[config.mk]
export PLATFORM = sky130hd
export DESIGN_NAME = apb_master_arbiter
export DESIGN_NICKNAME = d
export VERILOG_FILES = /design/src/rtl/apb_master_arbiter.sv
export SDC_FILE = /design/constraint.sdc
export NUM_CORES = 1
export LEC_CHECK = 0
export CAP_MARGIN = 20
export CELL_PAD_IN_SITES_DETAIL_PLACEMENT = 1
export CELL_PAD_IN_SITES_GLOBAL_PLACEMENT = 2
export CORE_MARGIN = 2
export CORE_UTILIZATION = 22
export CTS_CLUSTER_DIAMETER = 60
export CTS_CLUSTER_SIZE = 30
export DETAILED_ROUTE_END_ITERATION = 16
export MAX_ROUTING_LAYER = met4
export PLACE_DENSITY = 0.95
export SLEW_MARGIN = 20
export SYNTH_ARGS = -nofsm -noshare
export SYNTH_HDL_FRONTEND = slang
export SYNTH_SLANG_ARGS = --single-unit
[constraint.sdc]
create_clock -name pclk -period 4.7 [get_ports pclk]
set_clock_uncertainty 0.15 [all_clocks]
set_input_delay 0.94 -clock pclk [delete_from_list [all_inputs] [get_ports pclk]]
set_output_delay 0.94 -clock pclk [all_outputs]
set_load 0.02 [all_outputs]
[src/rtl/apb_master_arbiter.sv]
// Two-client APB master with round-robin arbitration, wait-state handling and
// a timeout abort for slaves that never raise pready.
module apb_master_arbiter #(
  parameter int ADDR_W  = 32,
  parameter int DATA_W  = 32,
  parameter int TIMEOUT = 16
) (
  input  logic                pclk,
  input  logic                preset,
  input  logic [1:0]          req_valid,
  input  logic [1:0]          req_write,
  input  logic [2*ADDR_W-1:0] req_addr,
  input  logic [2*DATA_W-1:0] req_wdata,
  output logic [1:0]          req_done,
  output logic                req_err,
  output logic [DATA_W-1:0]   req_rdata,
  output logic                psel,
  output logic                penable,
  output logic                pwrite,
  output logic [ADDR_W-1:0]   paddr,
  output logic [DATA_W-1:0]   pwdata,
  input  logic [DATA_W-1:0]   prdata,
  input  logic                pready
);

  typedef enum logic [1:0] {S_IDLE, S_SETUP, S_ACCESS, S_DONE} state_t;

  localparam int CNT_W = (TIMEOUT > 0) ? $clog2(TIMEOUT + 1) : 1;

  state_t              r_state;
  state_t              w_next;
  logic [CNT_W-1:0]    r_cnt;
  logic                r_rr;
  logic                r_grant;
  logic                w_grant;
  logic                w_timeout;
  logic                w_psel_d;
  logic                w_penable_d;
  logic [1:0]          w_done_d;
  logic                w_write;
  logic [ADDR_W-1:0]   w_addr;
  logic [DATA_W-1:0]   w_wdata;

  // Both valid: rr decides; otherwise the only valid client wins.
  always_comb begin
    w_grant = (&req_valid) ? r_rr : req_valid[1];
    w_write = w_grant ? req_write[1] : req_write[0];
    w_addr  = w_grant ? req_addr[2*ADDR_W-1:ADDR_W] : req_addr[ADDR_W-1:0];
    w_wdata = w_grant ? req_wdata[2*DATA_W-1:DATA_W] : req_wdata[DATA_W-1:0];
  end

  // Fires on the ACCESS cycle whose stall would make the count reach TIMEOUT.
  assign w_timeout = (TIMEOUT > 0) && !pready && (r_cnt == CNT_W'(TIMEOUT - 1));

  always_ff @(posedge pclk) begin
    if (preset) r_state <= S_IDLE;
    else        r_state <= w_next;
  end

  always_comb begin
    // NOTE: default first so every path assigns w_next and no latch is inferred.
    w_next = r_state;
    case (r_state)
      S_IDLE:   if (|req_valid) w_next = S_SETUP;
      S_SETUP:  w_next = S_ACCESS;
      S_ACCESS: if (pready || w_timeout) w_next = S_DONE;
      S_DONE:   w_next = S_IDLE;
      default:  w_next = S_IDLE;
    endcase
  end

  // Outputs are computed from the next state so the registered copies line up
  // with the state they belong to.
  always_comb begin
    w_psel_d    = (w_next == S_SETUP) || (w_next == S_ACCESS);
    w_penable_d = (w_next == S_ACCESS);
    w_done_d    = 2'b00;
    if (w_next == S_DONE) w_done_d = r_grant ? 2'b10 : 2'b01;
  end

  always_ff @(posedge pclk) begin
    if (preset) begin
      psel      <= 1'b0;
      penable   <= 1'b0;
      pwrite    <= 1'b0;
      paddr     <= '0;
      pwdata    <= '0;
      req_done  <= 2'b00;
      req_err   <= 1'b0;
      req_rdata <= '0;
      r_rr      <= 1'b0;
      r_grant   <= 1'b0;
      r_cnt     <= '0;
    end else begin
      // NOTE: non-blocking assignments keep every register sampling pre-edge values.
      psel     <= w_psel_d;
      penable  <= w_penable_d;
      req_done <= w_done_d;

      if (r_state == S_IDLE && w_next == S_SETUP) begin
        r_grant <= w_grant;
        r_rr    <= ~w_grant;
        pwrite  <= w_write;
        paddr   <= w_addr;
        pwdata  <= w_wdata;
      end

      if (r_state == S_SETUP)
        r_cnt <= '0;
      else if (r_state == S_ACCESS && !pready)
        r_cnt <= r_cnt + 1'b1;

      if (r_state == S_ACCESS && w_next == S_DONE) begin
        req_err   <= !pready;
        req_rdata <= (pready && !pwrite) ? prdata : '0;
      end
    end
  end

endmodule

# Word level (Yosys, flattened, before mapping)
# Cells that the tools add are included.
dict set report word_totals {
  ff_bits 111
  in_bits 167
  output_inout_bits 102
  elab_cells 45
}
dict set report op_classes {
  add_sub_neg 1
  eq_ne 7
  mux 9
  bitwise 2
  n_reduce_logical 14
}
# op n
set op_table {}
lappend op_table {{$mux W32} 3}
lappend op_table {{$eq A2 B2 Y1 const B} 4}
lappend op_table {{$pmux W2 S4} 1}
lappend op_table {{$mux W2} 3}
lappend op_table {{$reduce_or A2 Y1} 3}
lappend op_table {{$add A5 B1 Y5 const B} 1}
lappend op_table {{$eq A5 B4 Y1 const B} 1}
lappend op_table {{$logic_and A1 B1 Y1} 5}
lappend op_table {{$eq A2 B1 Y1 const B} 2}
lappend op_table {{$logic_not A1 Y1} 2}
lappend op_table {{$logic_not A2 Y1} 1}
lappend op_table {{$logic_or A1 B1 Y1} 2}
lappend op_table {{$mux W1} 2}
lappend op_table {{$not A1 Y1} 2}
lappend op_table {{$reduce_and A2 Y1} 1}

# Logic depth before layout (Yosys ltp)
# Gate-level depths: netlist (run 1).
dict set report depth {
  ltp_word 8
  depth_mapped 12
  mapped_depth_nobuf 10
}

# Worst setup path before layout (run 1)
# Ideal clock, no wire load.
dict set report synth_path {
  path_kind {input port to flip-flop}
  start {input req_valid[1]}
  end {register paddr[0]}
  setup_ps 122
  arrival_ps 2954
  t_required_ps 4428
  path_slack_ps 1474
  stages 9
  n_path_buf 2
  path_cell_list {or4b_2 o21ai_0 inv_1 ha_1 and2_4 and4b_1 buf_6 buf_6 a221o_1}
}
dict set report synth_via {
  elab_chain_len 5
  word_cells_on_any_way 8
  classes_between {eq/ne: 1; mux: 4; reduce/logical: 3}
}
# item line
set synth_lines {}
lappend synth_lines {{from (decl)} 10} ;# input logic [1:0] req_valid,
lappend synth_lines {{$reduce_or A2 Y1} 64} ;# S_IDLE: if (|req_valid) w_next = S_SETUP;
lappend synth_lines {{$mux W2} 64}
lappend synth_lines {{$pmux W2 S4} 63} ;# case (r_state)
lappend synth_lines {{net w_next[0]} 31} ;# state_t w_next;
lappend synth_lines {{$eq A2 B1 Y1} 100} ;# if (r_state == S_IDLE && w_next == S_SETUP) begin
lappend synth_lines {{$logic_and A1 B1 Y1} 100}
lappend synth_lines {{to (signal assigned)} 104} ;# paddr <= w_addr;
lappend synth_lines {{to (decl)} 20} ;# output logic [ADDR_W-1:0] paddr,
# The timed path passes the listed nets, and every way through them passes these cells.
# A chain may end at the register's enable or synchronous reset.

# Worst setup path after layout (run 1)
dict set report layout_path {
  start {input req_valid[1]}
  end {register pwdata[26]}
}
dict set report layout_via {
  elab_chain_len 5
  word_cells_on_any_way 8
  classes_between {eq/ne: 1; mux: 4; reduce/logical: 3}
}
# item line
set layout_lines {}
lappend layout_lines {{$reduce_or A2 Y1} 64}
lappend layout_lines {{$mux W2} 64}
lappend layout_lines {{$pmux W2 S4} 63}
lappend layout_lines {{net w_next[0]} 31}
lappend layout_lines {{$eq A2 B1 Y1} 100}
lappend layout_lines {{$logic_and A1 B1 Y1} 100}
lappend layout_lines {{to (signal assigned)} 105} ;# pwdata <= w_wdata;
lappend layout_lines {{to (decl)} 21} ;# output logic [DATA_W-1:0] pwdata,
# The timed path passes the listed nets, and every way through them passes these cells.

==> reports/results.ini, run 1 <==
[outcome]
status = complete, no violations

[clock_tree]
htree_levels = 3
cts_buffers = 9
cts-root-buf = clkbuf_16
clk_pin_slew_worst_paths_ns = 0.07
cts_max_path_buffers = 2
clkLatencyLatePin_ns = 0.35
cts_setup_buffers = 0
cts_hold_buf = 0
clock-sinks = 111
tritoncts = built
post_cts_resize_count = 0

[yosys]
synth.avg_cell_area_sq_um = 10.7
yosys.area.top_type_share = 0.525
ys_seq_area_frac = 0.525
netlist_instances = 394
synth_nets = 570
synth_top_area_cell = dfxtp_1
synth_cell_type_count = 35
yosysWarnings = 0
ys_seq_elements = 111
syn_area_sq_um = 4230
synth_area_leaders = dfxtp_1 (53%), a221o_1 (15%), and2_1 (9.6%), a22oi_1 (5.7%), nor2_1 (3.5%)

[pwr]
swShare = 0.346
p_sw_uw = 1270
seqPwrFrac = 0.361
pwr-share-comb = 0.431
p_per_area_nw_per_um2 = 495
worst_ir_drop_vdd_mv = 0.170
p_leak_uw = 0.00277
clockPowerShare = 0.208
intPower_uw = 2400

[cells_and_area]
finalNetCount = 824
stdcell_area_sq_um = 7410
utilization = 0.395
antenna_cells = 0
drive_above_1_share = 0.0475
fill_cells = 2062
areaGrowthSynthToFinish_pct = 75.0
final_cell_count_no_fill = 887

[timing]
setup_viol_count_final = 0
hold_viol = 0
tightest_slew_ns = 0.746
period_share = 0.813
slew_headroom = 0.502
tns_ns = 0
period_needed_ns = 3.82
timing.final.ws_setup_ns = 0.880
slew_viol_final = 0
rsz0062_at_grt = no
timing.fmax_mhz = 262

[global_route]
grt_max_degree = 66
grt_pass1_wl_um = 23100
grt_pass1_vias = 4317
gr-total-overflow = 0
antenna_found_initial = 0
grt_usage = 0.150

[setup_path]
endpoint_kind = flop
slowest_delay_ns = 0.70
critPathSlowestCell = or4b_2
cp-startpoint = req_valid[1]
worst-path-buf-inv = 3
critPathTopFamily = simple AND/OR/NAND/NOR gates
regToRegStartpoint = r_cnt[0]
crit_chain = clkdlybuf4s50_1 > or4b_2 > o21ai_0 > inv_1 > ha_1 > and2_4 > and4b_2 > buf_4 > a221o_1
required_ns = 4.78
path_max_fanout = 65
worstPathArrival_ns = 3.90
path_class = in2reg
crit_path_start_kind = input pin

[routing]
drc_errors = 0
detail-route-antenna-nets = 0
drt-initial-drc-count = 154
first_pass_iters = 4
vias = 4106
detail_route.wirelength_um = 15300
vias_per_cell = 4.63
wire_per_inst_um = 17.2

[floorplan]
start_util = 0.225
die_w_um = 143
die_area_sq_um = 20400
core_sq_um = 18800
io_pins = 269
fp.dieH_um = 143
row_count = 50

[place]
dpl.cell_count = 871
dp_hpwl_um = 11200
pre_cts_ws_ns = 0.520
gp_congestion = 0.770
dpl-instance-area_sq_um = 7110
io_buffers = 268

[min_path]
min-delay-start = r_grant
min_path_type = reg2reg

[run]
max-cap-violations = 0

worst paths after layout:
path | slack, ns | to | depth (start not counted)
max | 0.88 | pwdata[26] | 9
min | 0.31 | req_done[0] | 1
max reg2reg | 1.39 | pwdata[26] | 11
min reg2reg | 0.31 | req_done[0] | 1
synth_stat cells, drive strengths merged:
cell and instances:
or4b 1, and3 1, ha 9, clkbuf 15
dfxtp 111, xnor2 1, xor2 1, a21oi 4
a211oi 2, nand2 4, a22oi 32, nand2b 2
a31oi 1, buf 18, inv 5, nand3b 1
a21boi 1, a221o 65, a311oi 2, o21ai 2
or2 1, nor3b 1, nand3 1, and4b 2
o31a 1, nor2b 3, nor2 39, and3b 1
and2 66, or3 1
state kept, by name, indices dropped and copies added, names as in the netlist:
name	count
req_done	2
r_rr	1
req_err	1
pwdata	32
penable	1
pwrite	1
psel	1
r_grant	1
paddr	32
req_rdata	32
r_cnt	5
r_state	2
placed cells by master (no fill, tap or decap), types with 2 or more instances in the layout:
cell type / count
inv_1: 5
ha_1: 9
o21ai_0: 2
inv_6: 2
nor2b_1: 3
clkinv_4: 2
clkbuf_8: 2
nand2_1: 4
and2_1: 65
clkdlybuf4s50_1: 268
buf_4: 7
dfxtp_1: 111
a21oi_1: 3
a311oi_1: 2
clkbuf_16: 9
nor2_1: 39
a221o_1: 65
a22oi_1: 32
power by group through the flow:
stage	sequential, uW	combinational, uW	clock, uW
after floorplan	1610	528	0
after global placement	1340	1570	0
after detailed placement	1340	1600	0
after CTS	1330	1600	800
after global routing	1350	1700	836
final	1320	1580	764
through the flow:
step	total power (uW)	hold slack (ns)
6_report	3670	0.307
3_3_place_gp	2920	0.298
3_5_place_dp	2940	0.283
4_1_cts	3730	0.304
5_1_grt	3890	0.325
2_1_floorplan	2140	0.257
routing by layer:
| layer | global-route usage | share of wire |
|---|---|---|
| met2 | 0.259 | 0.50 |
| met1 | 0.168 | 0.41 |
| met5 | - | 0 |
| met4 | 0.0391 | 0.0097 |
| met3 | 0.0480 | 0.082 |
layout make-up:
cell class                      count  area (sq um)  share of cell area
Clock buffer                       11           253              0.0341
Clock inverter                      5          40.0             0.00541
Inverter                            5          18.8             0.00253
Multi-Input combinational cell    245          1820               0.246
Sequential cell                   111          2220               0.300
Tap cell                          234           293              0.0395
Timing Repair Buffer              276          2760               0.372
kinds of logic (layout without fill, tap and decap cells):
kind of cell | after synthesis | in the layout | share of synthesized area
simple gates | 124 | 124 | 0.164
flops | 111 | 111 | 0.525
compound gates | 110 | 110 | 0.232
buf+inv | 38 | 297 | 0.0485
fa+ha+maj | 9 | 9 | 0.0266
xor+xnor | 2 | 2 | 0.00414
(Power assumes the default switching activity.)
==> run 2, diff against run 1 <==
Settings changed: CORE_UTILIZATION 22 to 20, PLACE_DENSITY 0.95 to 0.9.
Clock period 4.7 ns to 3.6 ns, I/O delays scaled along.
==> run 2 against run 1 <==
Count of clock-buffer cells in the layout decreased by 1. Setup slack got worse by 0.44 ns. Sequential cell count stayed put. Routed wire length grew 2.7%. Highest routed layer unchanged. Largest power group unchanged. Clock power rose by 29%. Non-clock buffer count up 7. Via count rose by 1.1%. Sequential power increased by 31%. Combinational power is 37% higher. Critical path depth stayed put. Total power up 33%. Register-to-register slack got worse by 0.80 ns.
==> reports/results.ini, run 2 (same netlist as run 1, synthesis figures left out) <==
[timing]
rsz0062_at_grt = no
tightest_slew_ns = 0.850  ; +0.104 ns
slew_headroom = 0.431  ; -0.0713
period_needed_ns = 3.16
timing.final.ws_setup_ns = 0.442  ; -0.438 ns
setup_viol_count_final = 0  ; unchanged
hold_viol = 0  ; unchanged
slew_viol_final = 0  ; unchanged
tns_ns = 0  ; unchanged
period_share = 0.877
timing.fmax_mhz = 317

[setup_path]
crit_chain = clkdlybuf4s50_1 > or4b_2 > o21ai_0 > inv_1 > ha_1 > and2_4 > and4b_2 > buf_12 > a221o_1
regToRegStartpoint = r_cnt[0]
path_class = in2reg
critPathSlowestCell = or4b_2
required_ns = 3.69  ; -1.09 ns
path_max_fanout = 37  ; -43%
endpoint_kind = flop
slowest_delay_ns = 0.66  ; -0.04 ns
critPathTopFamily = simple AND/OR/NAND/NOR gates
reg2regPathDepth = 11  ; unchanged
reg2reg_to = paddr[15]
reg2reg_slack_ns = 0.59  ; -0.80 ns
cp.depth = 9  ; unchanged
worstPathArrival_ns = 3.25  ; -0.65 ns
worst-path-buf-inv = 3  ; unchanged
crit_path_start_kind = input pin

[min_path]
hold_path_end = req_done[0]
min_path_cells = 1  ; unchanged
min_path_type = reg2reg
min-delay-start = r_grant

[cells_and_area]
areaGrowthSynthToFinish_pct = 78.8
final_cell_count_no_fill = 935  ; +5.4%
drive_above_1_share = 0.0576  ; +0.0101
layout_common_cells = clkdlybuf4s50_1 (267), dfxtp_1 (111), and2_1 (65), a221o_1 (65), nor2_1 (39)
antenna_cells = 0  ; unchanged
reg_top3 = paddr (32), pwdata (32), req_rdata (32)
finalNetCount = 831  ; +0.85%
final_common_cell = clkdlybuf4s50_1

[pwr]
p_leak_uw = 0.00281  ; +1.5%
p_per_area_nw_per_um2 = 645  ; +30%
worst_ir_drop_vdd_mv = 0.224  ; +31%

[clock_tree]
clkLatencyLatePin_ns = 0.36  ; about the same
cts_hold_buf = 0  ; unchanged
cts-root-buf = clkbuf_16
post_cts_resize_count = 0  ; unchanged
cts_buffers = 9  ; unchanged
clock-sinks = 111  ; unchanged
htree_levels = 3  ; unchanged
clk_pin_slew_worst_paths_ns = 0.08  ; about the same
cts_setup_buffers = 0  ; unchanged
tritoncts = built
cts_max_path_buffers = 2  ; unchanged

[place]
dpl.cell_count = 919  ; +5.5%
io_buffers = 268  ; unchanged
dp_hpwl_um = 11400  ; +2.3%
pre_cts_ws_ns = 0.0972  ; -0.423 ns
gp_congestion = 0.748  ; -2.9%

[routing]
vias_per_cell = 4.44  ; -4.1%
drt-initial-drc-count = 197  ; +28%
wire_per_inst_um = 16.8  ; -2.6%
detail_route.wirelength_um = 15700  ; +2.7%
first_pass_iters = 4  ; unchanged
detail-route-antenna-nets = 0  ; unchanged
drc_errors = 0  ; unchanged
vias = 4152  ; +1.1%

[global_route]
grt_usage = 0.138  ; -0.0119
grt_pass1_vias = 4196  ; -2.8%
grt_max_degree = 40  ; -39%
antenna_found_initial = 0  ; unchanged
gr-total-overflow = 0  ; unchanged
grt_pass1_wl_um = 23200  ; +0.72%

[run]
max-cap-violations = 0  ; unchanged

[floorplan]
core_sq_um = 20900  ; +11%
fp.dieH_um = 149  ; +4.7%
io_pins = 269  ; unchanged
die_area_sq_um = 22300  ; +9.7%
start_util = 0.203  ; -0.0229
row_count = 53  ; +6.0%
die_w_um = 149  ; +4.7%

[outcome]
status = complete, no violations

-- run 2: cell types whose count changed in the layout (fill, tap and decap cells not counted), sizes merged --
cell	change
clkdlybuf4s50	-1
inv	+2
clkinv	-3
buf	+8
clkinvlp	+2
clkbuf	-1
-- run 2: worst max-delay path by stage --
stage                       from          to
floorplan           req_valid[1]    paddr[0]
global placement    req_valid[1]  pwdata[18]
detailed placement  req_valid[1]    paddr[3]
CTS                 req_valid[1]  pwdata[16]
global route            r_cnt[0]   paddr[21]
finish              req_valid[1]  pwdata[16]
-- run 2: final cells by class --
type                            instances  area (sq um)
Sequential cell                       111          2220
Timing Repair Buffer                  283          2880
Fill cell                            2366         13300
Clock buffer                           10           229
Inverter                                5          18.8
Clock inverter                          6          50.0
Multi-Input combinational cell        245          1820
Tap cell                              275           344
-- run 2: where the power goes --
part           internal, uW  switching (uW)  total (uW)
clock network           482             506         988
logic                  1130            1030        2160
registers              1560             174        1730
total                  3170            1710        4880
-- run 2: through the flow --
| stage | area [sq um] | hold slack (ns) | total power [uW] | util |
|---|---|---|---|---|
| floorplan | 4230 | 0.257 | 2790 | - |
| global placement | 7290 | 0.308 | 3910 | 0.349 |
| detailed placement | 7290 | 0.315 | 3940 | 0.349 |
| CTS | 7570 | 0.330 | 4970 | 0.362 |
| global route | 7570 | 0.347 | 5180 | 0.362 |
| finish | 7570 | 0.316 | 4880 | 0.362 |
-- run 2: metal layers --
metal | track usage | vias to the layer above | share of wire
li1 | - | 1976 | -
met1 | 0.164 | 1983 | 0.43
met2 | 0.220 | 180 | 0.46
met3 | 0.0466 | 13 | 0.096
met4 | 0.0433 | 0 | 0.015
met5 | - | - | 0
